**config.mk**
```make
export PLATFORM = sky130hd
export DESIGN_NAME = usb_rx_timing_ctrl_flat
export DESIGN_NICKNAME = d
export VERILOG_FILES = /design/src/rtl/usb_rx_timing_ctrl_pkg.sv /design/src/rtl/usb_rx_timing_ctrl_if.sv /design/src/rtl/usb_rx_timing_ctrl_rx_bit_timer.sv /design/src/rtl/usb_rx_timing_ctrl.sv /design/src/flat_wrapper.sv
export SDC_FILE = /design/constraint.sdc
export NUM_CORES = 1
export LEC_CHECK = 0
export ABC_AREA = 1
export BUFFER_PORTS_ARGS = -buffer_cell sky130_fd_sc_hd__buf_2
export CAP_MARGIN = 30
export CORE_MARGIN = 2
export CORE_UTILIZATION = 52
export DETAILED_ROUTE_END_ITERATION = 8
export HOLD_SLACK_MARGIN = 0.06
export PLACE_DENSITY = 0.8
export SYNTH_ARGS = -nofsm -noshare
export SYNTH_HDL_FRONTEND = slang
export SYNTH_SLANG_ARGS = --single-unit
export TNS_END_PERCENT = 20
```
**constraint.sdc**
```tcl
create_clock -name clk -period 1.6 [get_ports clk]
set_input_delay 0.08 -clock clk [delete_from_list [all_inputs] [get_ports clk]]
set_output_delay 0.08 -clock clk [all_outputs]
set_load 0.1 [all_outputs]
```
**src/rtl/usb_rx_timing_ctrl_pkg.sv**
```systemverilog
// Shared state type and timing constants for the USB full-speed RX timing controller.
package usb_rx_pkg;

  typedef enum logic [2:0] {
    IDLE      = 3'd0,
    SYNC_RX   = 3'd1,
    SYNC_CHK  = 3'd2,
    DATA_RX   = 3'd3,
    BYTE_DONE = 3'd4,
    EOP_WAIT  = 3'd5,
    ERR_WAIT  = 3'd6
  } rx_state_t;

  localparam logic [7:0] SYNC_BYTE = 8'h80;

  localparam int CLKS_PER_BIT_DEF  = 8;
  localparam int SAMPLE_POINT_DEF  = 3;
  localparam int BITS_PER_BYTE_DEF = 8;

endpackage

```
**src/rtl/usb_rx_timing_ctrl_if.sv**
```systemverilog
// Line-side inputs and RX-path strobes/status of the USB RX timing controller.
interface usb_rx_timing_ctrl_if;

  logic       d_edge;
  logic       eop;
  logic [7:0] rcv_data;
  logic       shift_enable;
  logic       byte_received;
  logic       rcving;
  logic       r_error;

  // The controller is the slave: it consumes line events and produces strobes.
  modport slave (
    input  d_edge, eop, rcv_data,
    output shift_enable, byte_received, rcving, r_error
  );

  modport master (
    output d_edge, eop, rcv_data,
    input  shift_enable, byte_received, rcving, r_error
  );

endinterface

```
**src/rtl/usb_rx_timing_ctrl_rx_bit_timer.sv**
```systemverilog
// Wrap counter with synchronous clear and count enable; used for bit timing and bit counting.
module rx_bit_timer #(
  parameter int WIDTH = 3,
  parameter int WRAP  = 7
) (
  input  logic             clk,
  input  logic             n_rst,
  input  logic             clear,
  input  logic             count_enable,
  output logic [WIDTH-1:0] count_out
);

  localparam logic [WIDTH-1:0] WRAP_V = WIDTH'(WRAP);

  logic [WIDTH-1:0] cnt_q, cnt_d;

  // Clear wins over increment so a resync always lands on zero.
  always_comb begin
    cnt_d = cnt_q;
    if (clear) begin
      cnt_d = '0;
    end else if (count_enable) begin
      cnt_d = (cnt_q == WRAP_V) ? '0 : cnt_q + 1'b1;
    end
  end

  always_ff @(posedge clk or negedge n_rst) begin
    if (!n_rst) begin
      cnt_q <= '0;
    end else begin
      cnt_q <= cnt_d;
    end
  end

  assign count_out = cnt_q;

endmodule

```
**src/rtl/usb_rx_timing_ctrl.sv**
```systemverilog
// USB full-speed RX timing and framing controller: bit-sample strobe, SYNC check,
// byte delivery, EOP handling and framing-error recovery.
//
// state     | meaning
// IDLE      | bus idle, waiting for the first D+ transition
// SYNC_RX   | shifting in the 8 SYNC bits
// SYNC_CHK  | one cycle: compare rcv_data against SYNC_BYTE
// DATA_RX   | shifting in data bits
// BYTE_DONE | one cycle: byte_received, rcv_data holds a full byte
// EOP_WAIT  | clean end of packet, waiting for SE0 to clear
// ERR_WAIT  | framing error, waiting for an SE0 to come and go
module usb_rx_timing_ctrl
  import usb_rx_pkg::*;
#(
  parameter int CLKS_PER_BIT  = CLKS_PER_BIT_DEF,
  parameter int SAMPLE_POINT  = SAMPLE_POINT_DEF,
  parameter int BITS_PER_BYTE = BITS_PER_BYTE_DEF
) (
  input  logic                 clk,
  input  logic                 n_rst,
  usb_rx_timing_ctrl_if.slave  rx
);

  localparam int TW = (CLKS_PER_BIT > 1) ? $clog2(CLKS_PER_BIT) : 1;
  localparam int CW = (BITS_PER_BYTE > 1) ? $clog2(BITS_PER_BYTE) : 1;
  localparam logic [TW-1:0] SAMPLE_V   = TW'(SAMPLE_POINT);
  localparam logic [CW-1:0] LAST_BIT_V = CW'(BITS_PER_BYTE - 1);

  rx_state_t     state_q, state_d;
  logic          r_error_q, r_error_d;
  logic          eop_seen_q, eop_seen_d;
  logic          tmr_clear, tmr_en;
  logic          cnt_clear, cnt_en;
  logic          sample_pt, last_bit;
  logic [TW-1:0] bit_timer;
  logic [CW-1:0] bit_count;

  rx_bit_timer #(
    .WIDTH (TW),
    .WRAP  (CLKS_PER_BIT - 1)
  ) u_bit_timer (
    .clk          (clk),
    .n_rst        (n_rst),
    .clear        (tmr_clear),
    .count_enable (tmr_en),
    .count_out    (bit_timer)
  );

  rx_bit_timer #(
    .WIDTH (CW),
    .WRAP  (BITS_PER_BYTE - 1)
  ) u_bit_count (
    .clk          (clk),
    .n_rst        (n_rst),
    .clear        (cnt_clear),
    .count_enable (cnt_en),
    .count_out    (bit_count)
  );

  assign tmr_en    = (state_q != IDLE);
  assign tmr_clear = (state_q == IDLE) || rx.d_edge;
  assign sample_pt = ((state_q == SYNC_RX) || (state_q == DATA_RX)) && (bit_timer == SAMPLE_V);
  // An SE0 at a sample point is a line condition, not a data bit.
  assign cnt_en    = sample_pt && !rx.eop;
  assign last_bit  = cnt_en && (bit_count == LAST_BIT_V);

  always_comb begin
    state_d    = state_q;
    r_error_d  = r_error_q;
    eop_seen_d = 1'b0;
    cnt_clear  = 1'b0;
    case (state_q)
      IDLE: begin
        cnt_clear = 1'b1;
        if (rx.d_edge) begin
          state_d   = SYNC_RX;
          r_error_d = 1'b0;
        end
      end
      SYNC_RX: begin
        if (sample_pt && rx.eop) begin
          state_d = ERR_WAIT;
        end else if (last_bit) begin
          state_d = SYNC_CHK;
        end
      end
      SYNC_CHK: begin
        cnt_clear = 1'b1;
        state_d   = (rx.rcv_data == SYNC_BYTE) ? DATA_RX : ERR_WAIT;
      end
      DATA_RX: begin
        if (sample_pt && rx.eop) begin
          state_d = (bit_count == '0) ? EOP_WAIT : ERR_WAIT;
        end else if (last_bit) begin
          state_d = BYTE_DONE;
        end
      end
      BYTE_DONE: begin
        cnt_clear = 1'b1;
        state_d   = DATA_RX;
      end
      EOP_WAIT: begin
        if (!rx.eop) begin
          state_d = IDLE;
        end
      end
      ERR_WAIT: begin
        if (eop_seen_q && !rx.eop) begin
          state_d = IDLE;
        end else begin
          eop_seen_d = eop_seen_q || rx.eop;
        end
      end
      default: begin
        state_d = IDLE;
      end
    endcase
    if (state_d == ERR_WAIT) begin
      r_error_d = 1'b1;
    end
  end

  always_ff @(posedge clk or negedge n_rst) begin
    if (!n_rst) begin
      state_q    <= IDLE;
      r_error_q  <= 1'b0;
      eop_seen_q <= 1'b0;
    end else begin
      state_q    <= state_d;
      r_error_q  <= r_error_d;
      eop_seen_q <= eop_seen_d;
    end
  end

  assign rx.shift_enable  = sample_pt;
  assign rx.byte_received = (state_q == BYTE_DONE);
  assign rx.rcving        = (state_q != IDLE);
  assign rx.r_error       = r_error_q;

endmodule

```
**src/flat_wrapper.sv**
```systemverilog
// flat-port wrapper written by rule: the top's interface ports become plain ports
module usb_rx_timing_ctrl_flat import usb_rx_pkg::*;
#(
  parameter int CLKS_PER_BIT  = CLKS_PER_BIT_DEF,
  parameter int SAMPLE_POINT  = SAMPLE_POINT_DEF,
  parameter int BITS_PER_BYTE = BITS_PER_BYTE_DEF
)
  (clk, n_rst, rx_d_edge, rx_eop, rx_rcv_data, rx_shift_enable, rx_byte_received, rx_rcving, rx_r_error);
  usb_rx_timing_ctrl_if rx_i ();
  input  logic clk;
  input  logic n_rst;
  input wire logic [$bits(rx_i.d_edge)-1:0] rx_d_edge;
  input wire logic [$bits(rx_i.eop)-1:0] rx_eop;
  input wire logic [$bits(rx_i.rcv_data)-1:0] rx_rcv_data;
  output wire logic [$bits(rx_i.shift_enable)-1:0] rx_shift_enable;
  output wire logic [$bits(rx_i.byte_received)-1:0] rx_byte_received;
  output wire logic [$bits(rx_i.rcving)-1:0] rx_rcving;
  output wire logic [$bits(rx_i.r_error)-1:0] rx_r_error;
  assign rx_i.d_edge = rx_d_edge;
  assign rx_i.eop = rx_eop;
  assign rx_i.rcv_data = rx_rcv_data;
  assign rx_shift_enable = rx_i.shift_enable;
  assign rx_byte_received = rx_i.byte_received;
  assign rx_rcving = rx_i.rcving;
  assign rx_r_error = rx_i.r_error;
  usb_rx_timing_ctrl #(.CLKS_PER_BIT(CLKS_PER_BIT), .SAMPLE_POINT(SAMPLE_POINT), .BITS_PER_BYTE(BITS_PER_BYTE)) u_core (.clk(clk), .n_rst(n_rst), .rx(rx_i));
endmodule
```
After elaboration in Yosys (flattened, before gate mapping)
Index checks and enable logic that the tools add are counted.
{ "totals": {"inputBits": 12, "ff_bits": 11, "output_inout_bits": 4, "elab_cells": 58} }
{ "classes": {"mux": 22, "n_addsub": 2, "n_reduce_logical": 18, "eq_ne": 11} }
{ "ops": {"columns": ["op", "n"], "rows": [
  ["two-way mux 3 bit", 14],
  ["one-hot mux 3 bit (7 select lines)", 1],
  ["equality test 3 bit (second input constant)", 6],
  ["equality test 3 x 2 -> 1 bit (second input constant)", 3],
  ["equality test 8 bit (second input constant)", 1],
  ["nonzero test 2 bit", 4],
  ["adder 3 x 1 -> 3 bit (second input constant)", 2],
  ["logical NOT 3 bit", 2],
  ["two-way mux 1 bit", 6],
  ["logical AND 1 bit", 5],
  ["equality test 3 x 1 -> 1 bit (second input constant)", 1],
  ["logical OR 1 bit", 3],
  ["nonzero test 3 bit", 1],
  ["OR reduction 3 bit", 1],
  ["two-way mux 2 bit", 1],
  ["AND reduction 2 bit", 1],
  ["logical NOT 1 bit", 1]
]} }

Logic depth before layout (Yosys ltp)
Gate-level depths: netlist (run 1).
{ "depth": {"word_depth": 11, "ltp_mapped": 11, "ltp_nobuf": 11} }

By module
A second synthesis (run 1) with hierarchy kept.
{ "unflattened": {"hier_cells": 115, "hier_area_um2": 789.5} }
{ "by_module_without_submodules": {"columns": ["module", "seq_area_each_um2", "instances", "cells_per_inst", "area_per_inst_um2"], "rows": [
  ["usb_rx_timing_ctrl", 125.1, 1, 81, 486.7],
  ["rx_bit_timer", 75.1, 2, 17, 151.4]
]} }

Worst setup path before layout (run 1)
Ideal clock, no wire load.
{ "synth_path": {"kind": "register to register", "startpoint": "register u_core.state_q[1]", "endpoint": "register u_core.r_error_q, in the netlist u_core.rx.r_error", "t_arrival_ps": 1622, "slack_ps": -92, "path_stages_with_launch": 8, "required_ps": 1530, "setup_ps": 70, "path_buffers": 0, "synth_period_minus_slack_ps": 1692, "cell_sequence": "dfrtp_1 -> inv_1 -> nand3_1 -> inv_1 -> nor3_1 -> nand2_2 -> nand2_1 -> nand2_1"} }
{ "synth_via": {"elab_cells_between_ends": 25, "classes_between": "eq/ne: 7; mux: 9; reduce/logical: 9"} }
{ "synth_lines": {"columns": ["element", "line", "source"], "rows": [
  ["from (decl)", "usb_rx_timing_ctrl.sv:29", "rx_state_t state_q, state_d;"],
  ["from (signal assigned)", "usb_rx_timing_ctrl.sv:129", "state_q <= state_d;"],
  ["equality test 3 bit *", null, null],
  ["net rx_byte_received", "flat_wrapper.sv:16", "output wire logic [$bits(rx_i.byte_received)-1:0] rx_byte_received;"],
  ["one-hot mux 3 bit (7 select lines) *", "usb_rx_timing_ctrl.sv:72", "case (state_q)"],
  ["net u_core.state_d[1]", "usb_rx_timing_ctrl.sv:29", null],
  ["equality test 3 bit *", "usb_rx_timing_ctrl.sv:118", "if (state_d == ERR_WAIT) begin"],
  ["nonzero test 2 bit (no line)", null, null],
  ["AND reduction 2 bit (no line)", null, null],
  ["to (signal assigned)", "usb_rx_timing_ctrl.sv:130", "r_error_q <= r_error_d;"],
  ["to (decl)", "usb_rx_timing_ctrl.sv:30", "logic r_error_q, r_error_d;"]
]} }
Mark *: on every way through the listed nets, which the timed path passes. The rest lies on a longest branch.
A chain may end at the register's enable or synchronous reset.

Worst setup path in the final report (run 1)
{ "layout_path": {"startpoint": "register u_core.u_bit_timer.cnt_q[0], in the netlist u_core.u_bit_timer.count_out[0]", "endpoint": "register u_core.r_error_q, in the netlist u_core.rx.r_error"} }
{ "layout_via": {"elab_chain_len": 10, "elab_cells_between_ends": 15, "classes_between": "eq/ne: 2; mux: 6; reduce/logical: 7"} }
{ "layout_rtl": {"columns": ["element", "line", "source"], "rows": [
  ["from (decl)", "usb_rx_timing_ctrl_rx_bit_timer.sv:15", "logic [WIDTH-1:0] cnt_q, cnt_d;"],
  ["from (signal assigned)", "usb_rx_timing_ctrl_rx_bit_timer.sv:31", "cnt_q <= cnt_d;"],
  ["equality test 3 x 2 -> 1 bit *", "usb_rx_timing_ctrl.sv:62", "assign sample_pt = ((state_q == SYNC_RX) || (state_q == DATA_RX)) && (bit_timer == SAMPLE_V);"],
  ["logical AND 1 bit *", "usb_rx_timing_ctrl.sv:62", null],
  ["logical AND 1 bit", "usb_rx_timing_ctrl.sv:64", "assign cnt_en = sample_pt && !rx.eop;"],
  ["logical AND 1 bit", "usb_rx_timing_ctrl.sv:65", "assign last_bit = cnt_en && (bit_count == LAST_BIT_V);"],
  ["two-way mux 3 bit, on equally long branches", "usb_rx_timing_ctrl.sv:94, usb_rx_timing_ctrl.sv:83", null],
  ["two-way mux 3 bit, on equally long branches", "usb_rx_timing_ctrl.sv:92, usb_rx_timing_ctrl.sv:81", null],
  ["one-hot mux 3 bit (7 select lines) *", "usb_rx_timing_ctrl.sv:72", null],
  ["net u_core.state_d[1]", "usb_rx_timing_ctrl.sv:29", null],
  ["equality test 3 bit *", "usb_rx_timing_ctrl.sv:118", null],
  ["nonzero test 2 bit (no line)", null, null],
  ["AND reduction 2 bit (no line)", null, null]
]} }
Marked as above.

==> run summary, run 1 <==
The run finished with clean final reports. The tree is rooted in a sky130_fd_sc_hd__clkbuf_4. After floorplanning, the core was divided into 13 placement rows. Internal power comes to 0.744 mW. The post-route core utilization came out at 0.759. The min-delay analysis places its worst path in the category in -> reg. The clock edge transition at the registers on the reported setup and hold paths came out at around 0.070 ns.

The clock sink count came out at 11. The cell area after placement is between 900 and 1000 sq um. The number of nets in the synthesized netlist is approximately 130.

The starting DRC count in detailed routing came out at 35. VDD sags by at most between 1.5 and 2 mV. The maximum number of pins on one net before global-route repair is 12. The fraction of final layout cells with drive strength greater than 1 is 0.348. Of the total power, the share spent switching nets is 0.532. The number of antenna violations at the first check in global routing came to 0.

The number of synthesized register bits is 11. For this run the aggregate overflow at the end of global routing stands at 0. The synthesized design contains 0 enable-type register cells. The transition time at the pin with the least slew margin is approximately 0.48 ns.

The half-perimeter wire length of the detailed placement result came out at approximately 1200 microns. For this run, the total global-route usage over all layers was measured as 0.200. The final cell count without fillers is between 100 and 150. The final hold slack is around 0.12 ns. The repair_antennas step left the layout with diodes totalling 0. The netlist area before placement is between 700 and 800 sq um. The detail route stage leaves a number of antenna-violating nets equal to 0. The average size of a mapped cell is between 7 and 8 sq um.

Among all flip-flop cells after synthesis, the most frequent one is sky130_fd_sc_hd__dfrtp_1. Counting the buffers created by CTS gives 3. The pre-antenna-repair detailed-routing pass consisted of 4 iterations.

After detailed placement, the design holds a cell count of 138. The post-synthesis instance total is 108. The arrival time at the worst endpoint is around 1.7 ns. The relative slew slack came out at 0.680. The total wire length after detailed routing came out at approximately 1600 microns. STA classifies the critical path startpoint as a flip-flop. The clock period could shrink to 1.51 ns.

The routed wire length per instance is 11.1 microns. The count of input and output buffers is 15. The via count of the first global-routing pass was around 670. The post-synthesis to final-layout area growth is 32.7%. The final net count came out at 151. The starting utilization of the core area is 0.572. The total number of H-tree levels is 1. The number of library cell types mapped by synthesis is 19. Tracing the worst setup path back leads to its startpoint at u_core.u_bit_timer.count_out[0]$_DFFE_PN0P_.

Timing would allow up to between 600 and 700 MHz. The critical path is of the reg -> reg type. The max-slew violation count is 0. The maximum clock path buffer count came out at 2. The number of synthesis warnings came out at 0. The die covers around 1800 sq um.

The via total after detailed routing is 731. In the routed design, unresolved DRC markers number 0. The core region area came out at ~1400 sq um. The floorplan step set the die height to roughly 43 microns.

The part of the total power dissipated in sequential elements came out at 0.285. The combinational share of power came out at 0.593. The clock insertion delay at the later pin of the skew report is ~0.28 ns. The first global-routing pass estimated 2690 microns of wire. In the finished design, the share of the clock period the worst path needs comes to 0.942. The total power of the final layout is between 1.5 and 2 mW. Of all nets on the critical path, the largest fanout is 4. The startpoint of the worst hold path is rx_d_edge. The ratio of total power to cell area is about 1600 nW/um^2. The weighted congestion at the end of routability-driven global placement is roughly 0.93.

For the worst setup path, the data required time is 1.76 ns. The net switching power of the design came out at 0.847 mW. After routing the design area is about 1000 sq um. The part of the total power dissipated in the clock network came out at 0.122. Max-cap violations in this run came to 0. The final worst clock skew came out at around 0.006 ns. The share of synthesized flip-flops with an asynchronous set or reset came out at 1.00. The number of ports placed on the die boundary came out at 16. For this design the static power due to leakage is roughly 0.54 nW. The library cells used most frequently in the layout, excluding fill and tap cells, are sky130_fd_sc_hd__nand2_1, sky130_fd_sc_hd__inv_1, sky130_fd_sc_hd__buf_2. The share of synthesized area occupied by flip-flops and latches came out at 0.357. The number of hold violations in the final report is 0. Setup violations remaining at the end of the flow were counted as 0. The most common cell after layout, fill and taps aside is sky130_fd_sc_hd__nand2_1. The type of element capturing the critical path is a flip-flop.

TritonCTS built the clock tree. In this run the horizontal extent of the chip is about 43 microns. The worst flop-to-flop path startpoint is u_core.u_bit_timer.count_out[0]$_DFFE_PN0P_. Dividing the detail-routed via count by the number of cells gives 4.97.
sequential cells by signal (all words and copies together) (netlist names):
signal	count
u_core.state_q	3
u_core.u_bit_count.count_out	3
u_core.eop_seen_q	1
u_core.u_bit_timer.count_out	3
u_core.rx.r_error	1
logic make-up (layout without fill, tap and decap cells):
family | count (synthesis) | count (layout) | synth area share
compound gates | 7 | 7 | 0.0535
fa+ha+maj | 6 | 6 | 0.0972
buf+inv | 23 | 47 | 0.112
flops | 11 | 11 | 0.357
simple gates | 61 | 61 | 0.381
layout make-up:
type | count | area (sq um)
multi-input cells | 74 | 468
fillers | 104 | 325
flip-flops and latches | 11 | 275
repair buffers | 20 | 145
inverters | 23 | 90.1
clock buffers | 3 | 22.5
well taps | 15 | 18.8
clock inverters | 1 | 5.00
power groups by stage:
stage	Sequential, mW	Clock (mW)	Combinational, mW
after detailed placement	0.446	0	0.880
after global routing	0.462	0.218	1.04
after global placement	0.443	0	0.864
after CTS	0.444	0.198	0.885
after floorplan	0.515	0	0.623
final	0.453	0.194	0.943
worst max-delay path: stages (launching register included):
cell and delay [ns]:
sky130_fd_sc_hd__dfrtp_1 0.39, sky130_fd_sc_hd__ha_4 0.16, sky130_fd_sc_hd__ha_4 0.13, sky130_fd_sc_hd__nand3_4 0.11, sky130_fd_sc_hd__nor2_4 0.18, sky130_fd_sc_hd__nand3_2 0.09, sky130_fd_sc_hd__nand2_1 0.07, sky130_fd_sc_hd__nand2_1 0.05
sky130_fd_sc_hd__nand2_1 0.07, sky130_fd_sc_hd__nand2_2 0.05, sky130_fd_sc_hd__nand2_1 0.06, sky130_fd_sc_hd__nand2_1 0.04
repair_timing:
item / 4_1_cts / 5_1_grt
hold endpoints to repair: 11 / 0
gates resized for setup: 0 / 9
setup buffers: 0 / 4
hold buffers: 1 / 0
endpoints found under the setup margin: 0 / 3
metal layers:
metal / part of all wire / up-vias / track usage / routed length, microns
met2: 0.48 / 28 / 0.326 / 778
li1: - / 379 / - / -
met1: 0.46 / 319 / 0.253 / 750
met4: 0.012 / 0 / 0.0750 / 19
met5: 0 / - / 0 / 0
met3: 0.053 / 5 / 0.0517 / 86
synth_stat cells, types with 2 or more instances:
library cell               n  share of area
sky130_fd_sc_hd__ha_1      6          0.097
sky130_fd_sc_hd__inv_2     3          0.015
sky130_fd_sc_hd__nand3_1   7          0.045
sky130_fd_sc_hd__nor2_4    2          0.029
sky130_fd_sc_hd__nand2_2   3          0.024
sky130_fd_sc_hd__nor2_1   13          0.063
sky130_fd_sc_hd__o21ai_0   4          0.026
sky130_fd_sc_hd__inv_1    20          0.097
sky130_fd_sc_hd__nand2_1  27           0.13
sky130_fd_sc_hd__nor3_1    2          0.013
sky130_fd_sc_hd__dfrtp_1  11           0.36
sky130_fd_sc_hd__nor2_2    3          0.024
path summary, 6_finish.rpt:
| path | end | slack (ns) | depth (start not counted) |
|---|---|---|---|
| max in group asynchronous | u_core.state_q[2]$_DFF_PN0_ | 1.19 | 2 |
| min | u_core.u_bit_timer.count_out[2]$_DFFE_PN0P_ | 0.12 | 4 |
| max | u_core.rx.r_error$_DFFE_PN0P_ | 0.09 | 11 |
| min reg2reg | u_core.rx.r_error$_DFFE_PN0P_ | 0.52 | 2 |
| max reg2reg | u_core.rx.r_error$_DFFE_PN0P_ | 0.09 | 11 |
| min in group asynchronous | u_core.u_bit_timer.count_out[1]$_DFFE_PN0P_ | 0.20 | 2 |
stage by stage:
step	TNS (ns)	worst slack [ns]
finish	0	0.0930
global route	-0.0317	-0.0317
CTS	0	0.0389
detailed placement	0	0.0488
global placement	0	0.0991
floorplan	0	0.0135
Note: power is estimated with default switching activity, not from simulation.
==> run 2: changes to the inputs <==
--- a/config.mk
+++ b/config.mk
@@ -5,11 +5,10 @@
 export SDC_FILE = /design/constraint.sdc
 export NUM_CORES = 1
 export LEC_CHECK = 0
-export ABC_AREA = 1
 export BUFFER_PORTS_ARGS = -buffer_cell sky130_fd_sc_hd__buf_2
 export CAP_MARGIN = 30
 export CORE_MARGIN = 2
-export CORE_UTILIZATION = 52
+export CORE_UTILIZATION = 51
 export DETAILED_ROUTE_END_ITERATION = 8
 export HOLD_SLACK_MARGIN = 0.06
 export PLACE_DENSITY = 0.8
==> run summary, run 2 <==
The number of setup violations in the final report is 2. At the worst endpoint, the arrival time is roughly 1.8 ns. The average instance in the mapped netlist occupies between 10 and 15 sq um.

The total overflow left after global routing is 0. The cell area after placement came out at 921 sq um. After filler insertion, the fill cell instance count of the layout stands at 77.

The startpoint identified for the worst register-to-register timing path is u_core.u_bit_timer.count_out[0]$_DFFE_PN0P_. The post-synthesis instance total came out at 71. The die span in x is 41.4 microns. The share of the Yosys chip area taken by registers is 0.387. The total number of H-tree levels came out at 1. The number of ports placed on the die boundary is 16.

Of the total power, combinational logic draws 0.601. The die is ~41 microns tall. The max-cap check violation count came out at 0. The internal cell power came out at ~0.89 mW. The path class of the tightest hold or removal check is in -> reg. Yosys mapped a number of flops with a built-in enable equal to 0.

The floorplan row count came out at 13. The hold path depth came out at 3. The final sum of negative setup slack came out at -0.0735 ns. The floorplan step defined a die boundary enclosing ~1700 sq um. The library cells used most frequently in the layout, excluding fill and tap cells, are sky130_fd_sc_hd__buf_4, sky130_fd_sc_hd__buf_2, sky130_fd_sc_hd__dfrtp_1. The fraction of final layout cells with drive strength greater than 1 came out at 0.441.

The number of antenna violations at the first check in global routing came out at 0. The number of nets in the synthesized netlist is a little under 90. TritonCTS created 3 clock buffers. The type of origin of the critical path is a flip-flop.

The run finished, with violations left. The worst-case register-to-register setup slack came out at -0.07 ns. The clock drives 11 sinks. The DRC violations left is 1. The clock insertion delay at the later pin of the skew report came out at between 0.2 and 0.3 ns. The classification of the worst setup path is reg -> reg. After layout, the worst setup slack is -0.0688 ns. The final period utilization is 1.04. The clock edge transition at the registers on the reported setup and hold paths is approximately 0.080 ns. Of the post-synthesis cell area, the dominant cell type holds 0.387. After synthesis, the most frequently instantiated cells are sky130_fd_sc_hd__dfrtp_1, sky130_fd_sc_hd__nor2_1, sky130_fd_sc_hd__ha_1, sky130_fd_sc_hd__inv_1. Counting distinct cell types in the post-synthesis netlist gives 35. The average vias per placed instance came out at around 6. Among all cell types in the netlist, the one instantiated most often is sky130_fd_sc_hd__dfrtp_1.

The CTS tree is yes. The global-route wire length before repair came out at 2640 microns. The number of synthesized register bits is 11. The via total after detailed routing came out at between 600 and 700. Of the total power, the clock network draws 0.115. The starting utilization of the core area came out at 0.547. The root buffer cell chosen for the clock tree is sky130_fd_sc_hd__clkbuf_4. The part of the total power dissipated in sequential elements is 0.285. Sorting the synthesized cells by area gives the leading types as sky130_fd_sc_hd__dfrtp_1, sky130_fd_sc_hd__ha_1, sky130_fd_sc_hd__nor2_1. For this run, the total global-route usage over all layers was measured as 0.249.

Across the VDD grid, the largest voltage drop is 1.01 mV. The count of input and output buffers is 15. The total wire length after detailed routing is between 1500 and 2000 microns. The most common cell after layout, fill and taps aside is sky130_fd_sc_hd__buf_4. The cell depth of the worst flop-to-flop path came out at 6. Among all flip-flop cells after synthesis, the most frequent one is sky130_fd_sc_hd__dfrtp_1.

The leakage power is between 0.4 and 0.5 nW. The number of hold violations in the final report is 0. The weighted congestion at the end of routability-driven global placement came out at 0.849. The final reports fail on DRC, setup timing. The routed wire length per instance is between 15 and 20 microns. The remaining antenna violation count after routing came out at 0. The type of element capturing the critical path is a flip-flop. The starting DRC count in detailed routing is 13.

For this run, the number of Yosys warnings is 0. The endpoint required time on the critical path came out at 1.76 ns. The maximum clock path buffer count came out at 2. The transition time at the pin with the least slew margin is about 0.48 ns. The post-route cell area is slightly above 1000 sq um. The netlist area before placement is roughly 700 sq um. Entering global routing, the biggest net connects 12 pins.

The maximum net fanout on the critical path came out at 3. The first-pass iteration count of the detailed router came out at 6. The net switching power of the design came out at 0.773 mW.

The via count of the first global-routing pass came out at between 500 and 600. The capture instance of the worst register-to-register path is u_core.rx.r_error$_DFFE_PN0P_. Compared with the post-synthesis result, the final layout area differs by 44.3%.

Setup repair after global routing could not meet its margin everywhere. The startpoint of the worst hold path is rx_eop. The final worst clock skew came out at between 0.008 and 0.009 ns. The highest clock rate is 599 MHz. The half-perimeter wire length of the detailed placement result is approximately 1300 microns. The final net count came out at 121. The path with the worst hold slack has its endpoint at u_core.eop_seen_q$_DFF_PN0_.

The relative slew slack came out at 0.679. The final antenna diode count came out at 0. Of the total power, the share spent switching nets is 0.466. The core region area is roughly 1300 sq um. The share of synthesized flip-flops with an asynchronous set or reset is 1.00. The routed design could run at a clock period as short as about 1.7 ns. The ratio of total power to cell area is roughly 1600 nW/um^2.

sky130_fd_sc_hd__dfrtp_1 takes more of the synthesized area than any other cell. The max-slew violation count is 0.
## run 2: changes by cell type after synthesis, sizes merged, moves of 3 or more
cell | before | now
nor2 | 18 | 8
nand2 | 30 | 2
buf | 0 | 3
nand3 | 8 | 2
inv | 23 | 6
## run 2: how the worst max path moves through the flow
stage,startpoint,end,slack [ns]
after floorplan,u_core.u_bit_timer.count_out[0]$_DFFE_PN0P_,u_core.rx.r_error$_DFFE_PN0P_,-0.28
after global placement,u_core.u_bit_timer.count_out[0]$_DFFE_PN0P_,u_core.rx.r_error$_DFFE_PN0P_,-0.10
after CTS,u_core.u_bit_timer.count_out[0]$_DFFE_PN0P_,u_core.rx.r_error$_DFFE_PN0P_,-0.08
final,u_core.u_bit_timer.count_out[0]$_DFFE_PN0P_,u_core.rx.r_error$_DFFE_PN0P_,-0.07
after global routing,u_core.u_bit_timer.count_out[0]$_DFFE_PN0P_,u_core.rx.r_error$_DFFE_PN0P_,-0.1
after detailed placement,u_core.u_bit_timer.count_out[0]$_DFFE_PN0P_,u_core.rx.r_error$_DFFE_PN0P_,-0.16
## run 2: area by class of cell
class | instances | area, sq um | area share
well taps | 15 | 18.8 | 0.0183
repair buffers | 30 | 238 | 0.231
clock buffers | 4 | 26.3 | 0.0256
multi-input cells | 51 | 445 | 0.434
inverters | 6 | 22.5 | 0.0219
flip-flops and latches | 11 | 277 | 0.269
## run 2: cell families (layout without fill, tap and decap cells)
family	after synthesis	in the layout	share of synthesized area
AND/OR/NAND/NOR	28	28	0.241
multiplexers	2	2	0.0281
buffers and inverters	9	40	0.0685
adder cells (fa/ha/maj)	6	6	0.105
AO/OA/AOI/OAI	15	15	0.170
flip-flops	11	11	0.387
## run 2: what timing repair did
item | CTS | global route
hold buffers | 2 | 0
endpoints found under the setup margin | 6 | 8
pin swaps | 4 | 1
resized for setup | 9 | 4
buffers inserted | 1 | 0
hold endpoints to repair | 14 | 0
## run 2: stage by stage
step	hold slack (ns)	util	power, mW	cells	worst slack (ns)
CTS	0.166	0.784	1.65	117	-0.0826
global placement	-0.0410	0.708	1.34	110	-0.101
floorplan	-0.216	-	1.07	71	-0.278
detailed placement	-0.0366	0.708	1.38	110	-0.161
finish	0.201	0.789	1.66	117	-0.0688
global route	0.210	0.789	1.74	117	-0.0964
## run 2: power groups by stage
stage / Combinational, mW / Clock [mW] / Sequential, mW
3_5_place_dp: 0.918 / 0 / 0.457
6_report: 0.996 / 0.190 / 0.472
3_3_place_gp: 0.890 / 0 / 0.453
4_1_cts: 0.984 / 0.193 / 0.470
2_1_floorplan: 0.619 / 0 / 0.455
5_1_grt: 1.05 / 0.208 / 0.483
## run 2: worst max-delay path, cell delays in order (launching register included)
cell and delay (ns):
sky130_fd_sc_hd__dfrtp_1 0.41, sky130_fd_sc_hd__ha_4 0.18, sky130_fd_sc_hd__ha_4 0.16, sky130_fd_sc_hd__and3b_4 0.18, sky130_fd_sc_hd__o2bb2ai_2 0.11, sky130_fd_sc_hd__a221o_1 0.32
sky130_fd_sc_hd__a22o_1 0.21
## run 2: per-layer routing
metal,share of wire,global-route usage
met1,0.41,0.285
met2,0.54,0.465
met3,0.056,0.0479
met4,0.0022,0.0726
met5,0,0
